`src/rtl/core_ctrl_pkg.sv`:
```
// Shared control types for the soft-riscv phase sequencer.
// State encoding, phase strobe indices and the default memory timeout.
package core_ctrl_pkg;

    typedef enum logic [2:0] {
        S_IDLE,
        S_FETCH,
        S_DECODE,
        S_EXECUTE,
        S_MEMORY,
        S_COMMIT,
        S_TRAP
    } state_t;

    localparam int PH_FETCH   = 0;
    localparam int PH_DECODE  = 1;
    localparam int PH_EXECUTE = 2;
    localparam int PH_MEMORY  = 3;
    localparam int PH_COMMIT  = 4;
    localparam int PH_N       = 5;

    localparam int MEM_TIMEOUT_DEF = 16;

    function automatic logic [PH_N-1:0] phase_of(state_t s);
        logic [PH_N-1:0] p;
        p = '0;
        unique case (s)
            S_FETCH:   p[PH_FETCH]   = 1'b1;
            S_DECODE:  p[PH_DECODE]  = 1'b1;
            S_EXECUTE: p[PH_EXECUTE] = 1'b1;
            S_MEMORY:  p[PH_MEMORY]  = 1'b1;
            S_COMMIT:  p[PH_COMMIT]  = 1'b1;
            default:   p = '0;
        endcase
        return p;
    endfunction

endpackage

```
`src/rtl/handshake_timer.sv`:
```
// Loadable down-counter bounding an imem/dmem handshake wait.
// expired is high once CYCLES wait cycles have elapsed since load.
module handshake_timer #(
    parameter int CYCLES = 16
) (
    input  logic clk,
    input  logic rst,
    input  logic load,
    output logic expired
);

    localparam int W = $clog2(CYCLES + 1);
    localparam logic [W-1:0] LOAD_VAL = W'(CYCLES - 1);

    logic [W-1:0] count;

    // reload on wait-state entry, otherwise count down to zero
    always_ff @(posedge clk) begin
        if (rst)
            count <= '0;
        else if (load)
            count <= LOAD_VAL;
        else if (count != '0)
            count <= count - 1'b1;
    end

    assign expired = (count == '0);

endmodule

```
`src/rtl/phase_sequencer.sv`:
```
// Multi-cycle phase FSM: fetch/decode/execute/memory/commit strobes.
// Optional ack timeout trap built when MEM_TIMEOUT_EN is defined.
module phase_sequencer
    import core_ctrl_pkg::*;
#(
    parameter int MEM_TIMEOUT = MEM_TIMEOUT_DEF,
    parameter int INSTRET_W   = 32
) (
    input  logic                 clk,
    input  logic                 rst,
    input  logic                 run,
    input  logic                 imem_ack,
    input  logic                 dmem_ack,
    input  logic                 dec_load,
    input  logic                 dec_store,
    input  logic                 dec_branch,
    input  logic                 dec_jalr,
    input  logic                 dec_illegal,
    input  logic                 dec_rd_we,
    input  logic                 branch_taken,
    output logic                 imem_req,
    output logic                 dmem_req,
    output logic                 phase_fetch,
    output logic                 phase_decode,
    output logic                 phase_execute,
    output logic                 phase_memory,
    output logic                 phase_commit,
    output logic                 pc_offset_en,
    output logic                 pc_override,
    output logic                 rf_we,
    output logic                 trap,
    output logic [INSTRET_W-1:0] instret
);

    state_t state, state_nx;
    logic [PH_N-1:0] phase;
    logic off_now, off_q, ovr_q, rfw_q;
    logic timeout;

`ifdef MEM_TIMEOUT_EN
    logic tmr_load;

    assign tmr_load = (state_nx != state) &&
                      (state_nx == S_FETCH || state_nx == S_MEMORY);

    handshake_timer #(
        .CYCLES(MEM_TIMEOUT)
    ) u_timer (
        .clk    (clk),
        .rst    (rst),
        .load   (tmr_load),
        .expired(timeout)
    );
`else
    // no timer: handshakes wait forever
    assign timeout = (MEM_TIMEOUT < 0);
`endif

    // state register
    always_ff @(posedge clk) begin
        if (rst)
            state <= S_IDLE;
        else
            state <= state_nx;
    end

    // next-state decode
    always_comb begin
        state_nx = state;
        unique case (state)
            S_IDLE:
                if (run) state_nx = S_FETCH;
            S_FETCH:
                if (imem_ack)     state_nx = S_DECODE;
                else if (timeout) state_nx = S_TRAP;
            S_DECODE:
                state_nx = dec_illegal ? S_TRAP : S_EXECUTE;
            S_EXECUTE:
                state_nx = (dec_load | dec_store) ? S_MEMORY : S_COMMIT;
            S_MEMORY:
                if (dmem_ack)     state_nx = S_COMMIT;
                else if (timeout) state_nx = S_TRAP;
            S_COMMIT:
                state_nx = run ? S_FETCH : S_IDLE;
            S_TRAP:
                state_nx = S_TRAP;
            default:
                state_nx = S_IDLE;
        endcase
    end

    assign off_now = dec_branch & branch_taken & ~dec_jalr;

    // capture PC mode and writeback at the end of EXECUTE, drop after COMMIT
    always_ff @(posedge clk) begin
        if (rst) begin
            off_q <= 1'b0;
            ovr_q <= 1'b0;
            rfw_q <= 1'b0;
        end else if (state == S_EXECUTE) begin
            off_q <= off_now;
            ovr_q <= dec_jalr;
            rfw_q <= dec_rd_we & ~dec_store;
        end else if (state == S_COMMIT) begin
            off_q <= 1'b0;
            ovr_q <= 1'b0;
            rfw_q <= 1'b0;
        end
    end

    // retired-instruction counter, one per COMMIT cycle
    always_ff @(posedge clk) begin
        if (rst)
            instret <= '0;
        else if (state == S_COMMIT)
            instret <= instret + 1'b1;
    end

    assign phase         = phase_of(state);
    assign phase_fetch   = phase[PH_FETCH];
    assign phase_decode  = phase[PH_DECODE];
    assign phase_execute = phase[PH_EXECUTE];
    assign phase_memory  = phase[PH_MEMORY];
    assign phase_commit  = phase[PH_COMMIT];
    assign imem_req      = phase[PH_FETCH];
    assign dmem_req      = phase[PH_MEMORY];
    assign trap          = (state == S_TRAP);
    assign rf_we         = phase[PH_COMMIT] & rfw_q;
    assign pc_offset_en  = phase[PH_EXECUTE] ? off_now  : off_q;
    assign pc_override   = phase[PH_EXECUTE] ? dec_jalr : ovr_q;

endmodule

```
`config.mk`:
```
export PLATFORM = sky130hd
export DESIGN_NAME = phase_sequencer
export DESIGN_NICKNAME = d
export VERILOG_FILES = /design/src/rtl/core_ctrl_pkg.sv /design/src/rtl/handshake_timer.sv /design/src/rtl/phase_sequencer.sv
export SDC_FILE = /design/constraint.sdc
export NUM_CORES = 1
export LEC_CHECK = 0
export BUFFER_PORTS_ARGS = -buffer_cell sky130_fd_sc_hd__buf_4
export CORE_MARGIN = 2
export CORE_UTILIZATION = 53
export CTS_BUF_LIST = sky130_fd_sc_hd__clkbuf_8
export DETAILED_ROUTE_END_ITERATION = 6
export GPL_TIMING_DRIVEN = 1
export PLACE_DENSITY_LB_ADDON = 0.05
export SYNTH_ARGS = -nofsm -noshare
export SYNTH_HDL_FRONTEND = slang
export SYNTH_SLANG_ARGS = --single-unit
```
`constraint.sdc`:
```
create_clock -name clk -period 2.51 [get_ports clk]
set_clock_uncertainty 0.2 [all_clocks]
set_input_delay 0.753 -clock clk [delete_from_list [all_inputs] [get_ports clk]]
set_output_delay 0.753 -clock clk [all_outputs]
set_load 0.02 [all_outputs]
```
== After elaboration in Yosys (flattened, before gate mapping) ==
Cells that the tools add are included.

* Bits in registers: 38
* Bits in latches: 0
* RAM bits: 0
* Bits in read-only memories: 0
* Input bits: 12
* Output and inout bits: 43
* Logic and storage cells: 43
* Memories kept: 0

* Add/sub/neg operators: 1
* Multipliers: 0
* Divide/modulo/power cells: 0
* $lt $le $gt $ge: 0
* Equality and inequality tests: 9
* Shifts and indexed selects: 0
* Muxes and demuxes: 18
* Bitwise logic cells: 7
* Reduce and logical (&&, ||, !) cells: 3

{| class="wikitable"
|+ Operators with widths
! cell !! count
|-
| $add A32 B1 Y32 const B || 1
|-
| $pmux W3 S7 || 1
|-
| $mux W1 || 13
|-
| $mux W3 || 4
|-
| $eq A3 B3 Y1 const B || 3
|-
| $eq A3 B2 Y1 const B || 2
|-
| $ne A2 B2 Y1 const B || 3
|-
| $and A1 B1 Y1 || 4
|-
| $eq A3 B1 Y1 const B || 1
|-
| $logic_not A3 Y1 || 1
|-
| $reduce_and A3 Y1 || 1
|-
| $not A1 Y1 || 2
|-
| $reduce_bool A2 Y1 || 1
|-
| $or A1 B1 Y1 || 1
|}

== Logic depth before layout (Yosys ltp) ==
* Word-level depth: 3
* Depth in mapped cells: 7
* Depth with buffers taken out: 5

== Worst setup path after synthesis ==
Ideal clock, no wire load.

* Kind: register to output
* Start: reg state[2]
* End: out phase_memory
* Arrival: 1.578 ns
* Slack: -0.021 ns
* Stages on the path, launching flop included: 4
* Buffers on the path: 2
* Cell sequence: dfxtp_1 clkbuf_1 nor3b_1 buf_4

* Word-level cells in the longest chain between the ends: 2

{| class="wikitable"
|+ RTL lines
! element !! RTL line !! RTL
|-
| start: declaration || phase_sequencer.sv:35 || <nowiki>state_t state, state_nx;</nowiki>
|-
| start signal: assignment || phase_sequencer.sv:64 || <nowiki>state <= state_nx;</nowiki>
|-
| $eq A3 B3 Y1 || core_ctrl_pkg.sv:27 || <nowiki>unique case (s)</nowiki>
|-
| $mux W1 || core_ctrl_pkg.sv:27 ||
|-
| end: declaration || phase_sequencer.sv:26 || <nowiki>output logic phase_memory,</nowiki>
|}

Every way passes these cells.

== Worst setup path after layout ==
* Start: reg state[1]
* End: out pc_offset_en

* Word-level cells in the longest chain between the ends: 3

{| class="wikitable"
|+ RTL lines
! element !! RTL line !! RTL
|-
| $eq A3 B2 Y1 || core_ctrl_pkg.sv:27 ||
|-
| $mux W1 || core_ctrl_pkg.sv:27 ||
|-
| $mux W1 || phase_sequencer.sv:129 || <nowiki>assign pc_offset_en = phase[PH_EXECUTE] ? off_now : off_q;</nowiki>
|-
| end: declaration || phase_sequencer.sv:28 || <nowiki>output logic pc_offset_en,</nowiki>
|}

Every way passes these cells.

==> results.cfg <==
[floorplan]
die_h_um = 63.7
start_util_pct = 55.8
die_x_um = 63.7
core_mm2 = 0.00339
ioPinCount = 55
row_count = 21
die-area_mm2 = 0.00406

[synthesis]
synth_compound_area_share_pct = 16.1
synth_top_family_by_area = simple AND/OR/NAND/NOR gates
avgSynthCellArea_um2 = 8.37
synthSimpleGateAreaFrac_pct = 30.4
synth_seq_area_share_pct = 40.2
synth_top_area_cell = dfxtp_1
dominantRegCellSynth = dfxtp_1
synth_nets = 239
netlist_instances = 226
synth_xor_xnor_area_share_pct = 3.24
synth_adder_area_share_pct = 0.661
synth_edf_count = 0
synthMuxAreaShare_pct = 3.44
synth_area_mm2 = 0.00189
synth-warning-count = 0
synth_seq_cells = 38
yosys.area.top_type_share_pct = 40.2
synthArstFlopShare_pct = 0
synth_area_leaders = dfxtp_1, a21oi_1, o31ai_1
synth_cell_type_count = 36

[grt]
grt_pass1_vias = 1540
grt-ovfl-total = 0
antenna_found_initial = 0
grt_usage_pct = 20.6
grt_max_degree = 42
grt_pass1_wl_um = 6670

[critical_path]
critPathCaptureType = output pin
critPathLaunch = state[1]
cp.required_ns = 1.56
crit_fanout = 14
reg2reg_from = instret[0]
cp-start-kind = register
worstPathArrival_ns = 1.48
worstSetupPathType = register to output pin

[cts]
clkLatencyLatePin_ns = 0.29
root_buffer = clkbuf_8
clk_pin_slew_ns = 0.07
numCtsBuffers = 5
clock_sinks = 38
ctsHoldBuffers = 0
cts_resized = 0
tritoncts = done
post_cts_buffers = 0
cts.path.max_buffers = 2
h-tree-depth = 2

[routing]
drt_iter0_drc = 120
vias = 1822
drcViolationCount = 0
post_drt_wl_per_cell_um = 12.3
viasPerCell = 5.55
detail-route-antenna-nets = 0
routed_wl_um = 4050
dr.pass1.iters = 4

[placed_design]
placed_cell_area_mm2 = 0.00236
dp_hpwl_um = 2860
place_congestion = 0.760
dp.cells = 320
io_buffers = 54

[final_layout]
syn_to_final_growth_pct = 30.2
drive_above_1_share_pct = 28.7
final_nets = 294
ff_latch_area_um2 = 762
n_antenna_cell = 0
fin_area_mm2 = 0.00246
multi_input_area_mm2 = 0.00103
nFillCells = 270
stdcell_count = 328

[power]
total_leakage_power_nw = 0.956
irDropWorstVdd_mv = 0.352
p_per_area_mw_per_mm2 = 486

[worst_hold_path]
hp-start = rfw_q
hold_class = register to register

[timing]
hold_viol = 0
max_freq_mhz = 411
slew_headroom_pct = 72.9
period_needed_ns = 2.44
finalCritPeriodShare_pct = 97.1
tightestPinTransition_ns = 0.407
finalSetupViolations = 0
final_max_slew_viol_count = 0

[status]
outcome = completed

[flow_run]
cap_violations = 0
-- kinds of logic after synthesis --
group | count (synthesis)
compound gates | 52
xor+xnor | 7
fa+ha+maj | 1
buf+inv | 25
flops | 38
mux | 6
simple gates | 97
-- sequential cells by signal, summed over array words and instances (netlist names) --
register	flops
rfw_q	1
ovr_q	1
state	3
instret	32
off_q	1
-- power breakdown --
part	internal, mW	total, mW	switching (mW)
registers	0.612	0.620	0.00866
clock network	0.218	0.429	0.212
logic	0.0667	0.147	0.0807
total	0.896	1.20	0.301
-- metrics by stage --
stage,setup TNS (ns),hold WS [ns],util [%],worst slack [ns],power (mW)
4_1_cts,0,0.280,72.2,0.0303,1.20
6_report,0,0.281,72.6,0.0740,1.20
5_1_grt,-0.00932,0.302,72.6,-0.00932,1.25
3_3_place_gp,0,0.268,69.5,0.233,0.776
2_1_floorplan,0,0.258,-,0.150,0.729
3_5_place_dp,0,0.267,69.5,0.180,0.777
-- cells in the final DEF, fill, tap and decap left out, types with 7 or more instances in the layout --
master	Yosys	layout
nand3_1	7	7
o31ai_1	13	12
a21oi_1	25	25
dfxtp_1	38	37
nand2_1	15	15
or4_1	12	12
o21ai_0	10	10
or3_1	10	10
inv_1	9	10
nor2_1	16	16
buf_4	3	63
-- final timing paths --
path | endpoint | slack (ns) | cells past startpoint
setup / recovery | pc_offset_en | 0.07 | 6
hold / removal | rfw_q | 0.28 | 2
setup reg to reg | instret[30] | 0.17 | 5
hold reg to reg | rfw_q | 0.28 | 2
-- layer usage --
| layer | track usage (%) | vias to the layer above | share of wire, % |
|---|---|---|---|
| met5 | 0 | - | 0 |
| met4 | 7.07 | 0 | 1.1 |
| met3 | 6.69 | 4 | 5.6 |
| met2 | 35.0 | 48 | 48 |
| met1 | 24.5 | 829 | 45 |
| li1 | - | 941 | - |
-- critical path: stages, from the launching register on --
cell and delay (ns):
dfxtp_1 0.38, buf_6 0.17, nand3b_1 0.16, buf_4 0.19
nand2_1 0.08, o31ai_2 0.07, buf_4 0.16
-- synth_stat cells (2+ instances only) --
library cell / count
dfxtp_1: 38
a21oi_1: 25
nor2_1: 16
nand2_1: 15
o31ai_1: 13
or4_1: 12
clkbuf_1: 11
o21ai_0: 10
or3_1: 10
inv_1: 9
nand3_1: 7
nand4_1: 6
nor3_1: 6
xnor2_1: 5
mux2_2: 4
nand3b_1: 4
nor3b_1: 4
and3_1: 3
and4_1: 3
buf_4: 3
mux2i_1: 2
nor2b_1: 2
nor4_1: 2
nor4b_1: 2
o21a_1: 2
xor2_1: 2
-- final cells by class --
class                      count  share of cell area, %
clock inverter                 2                  0.356
multi-input combinational    163                   42.0
sequential                    38                   30.9
inverter                       9                   1.37
tap                           46                   2.34
timing repair buffer          64                   19.7
clock buffer                   6                   3.35
Note: power is estimated with default switching activity, not from simulation.
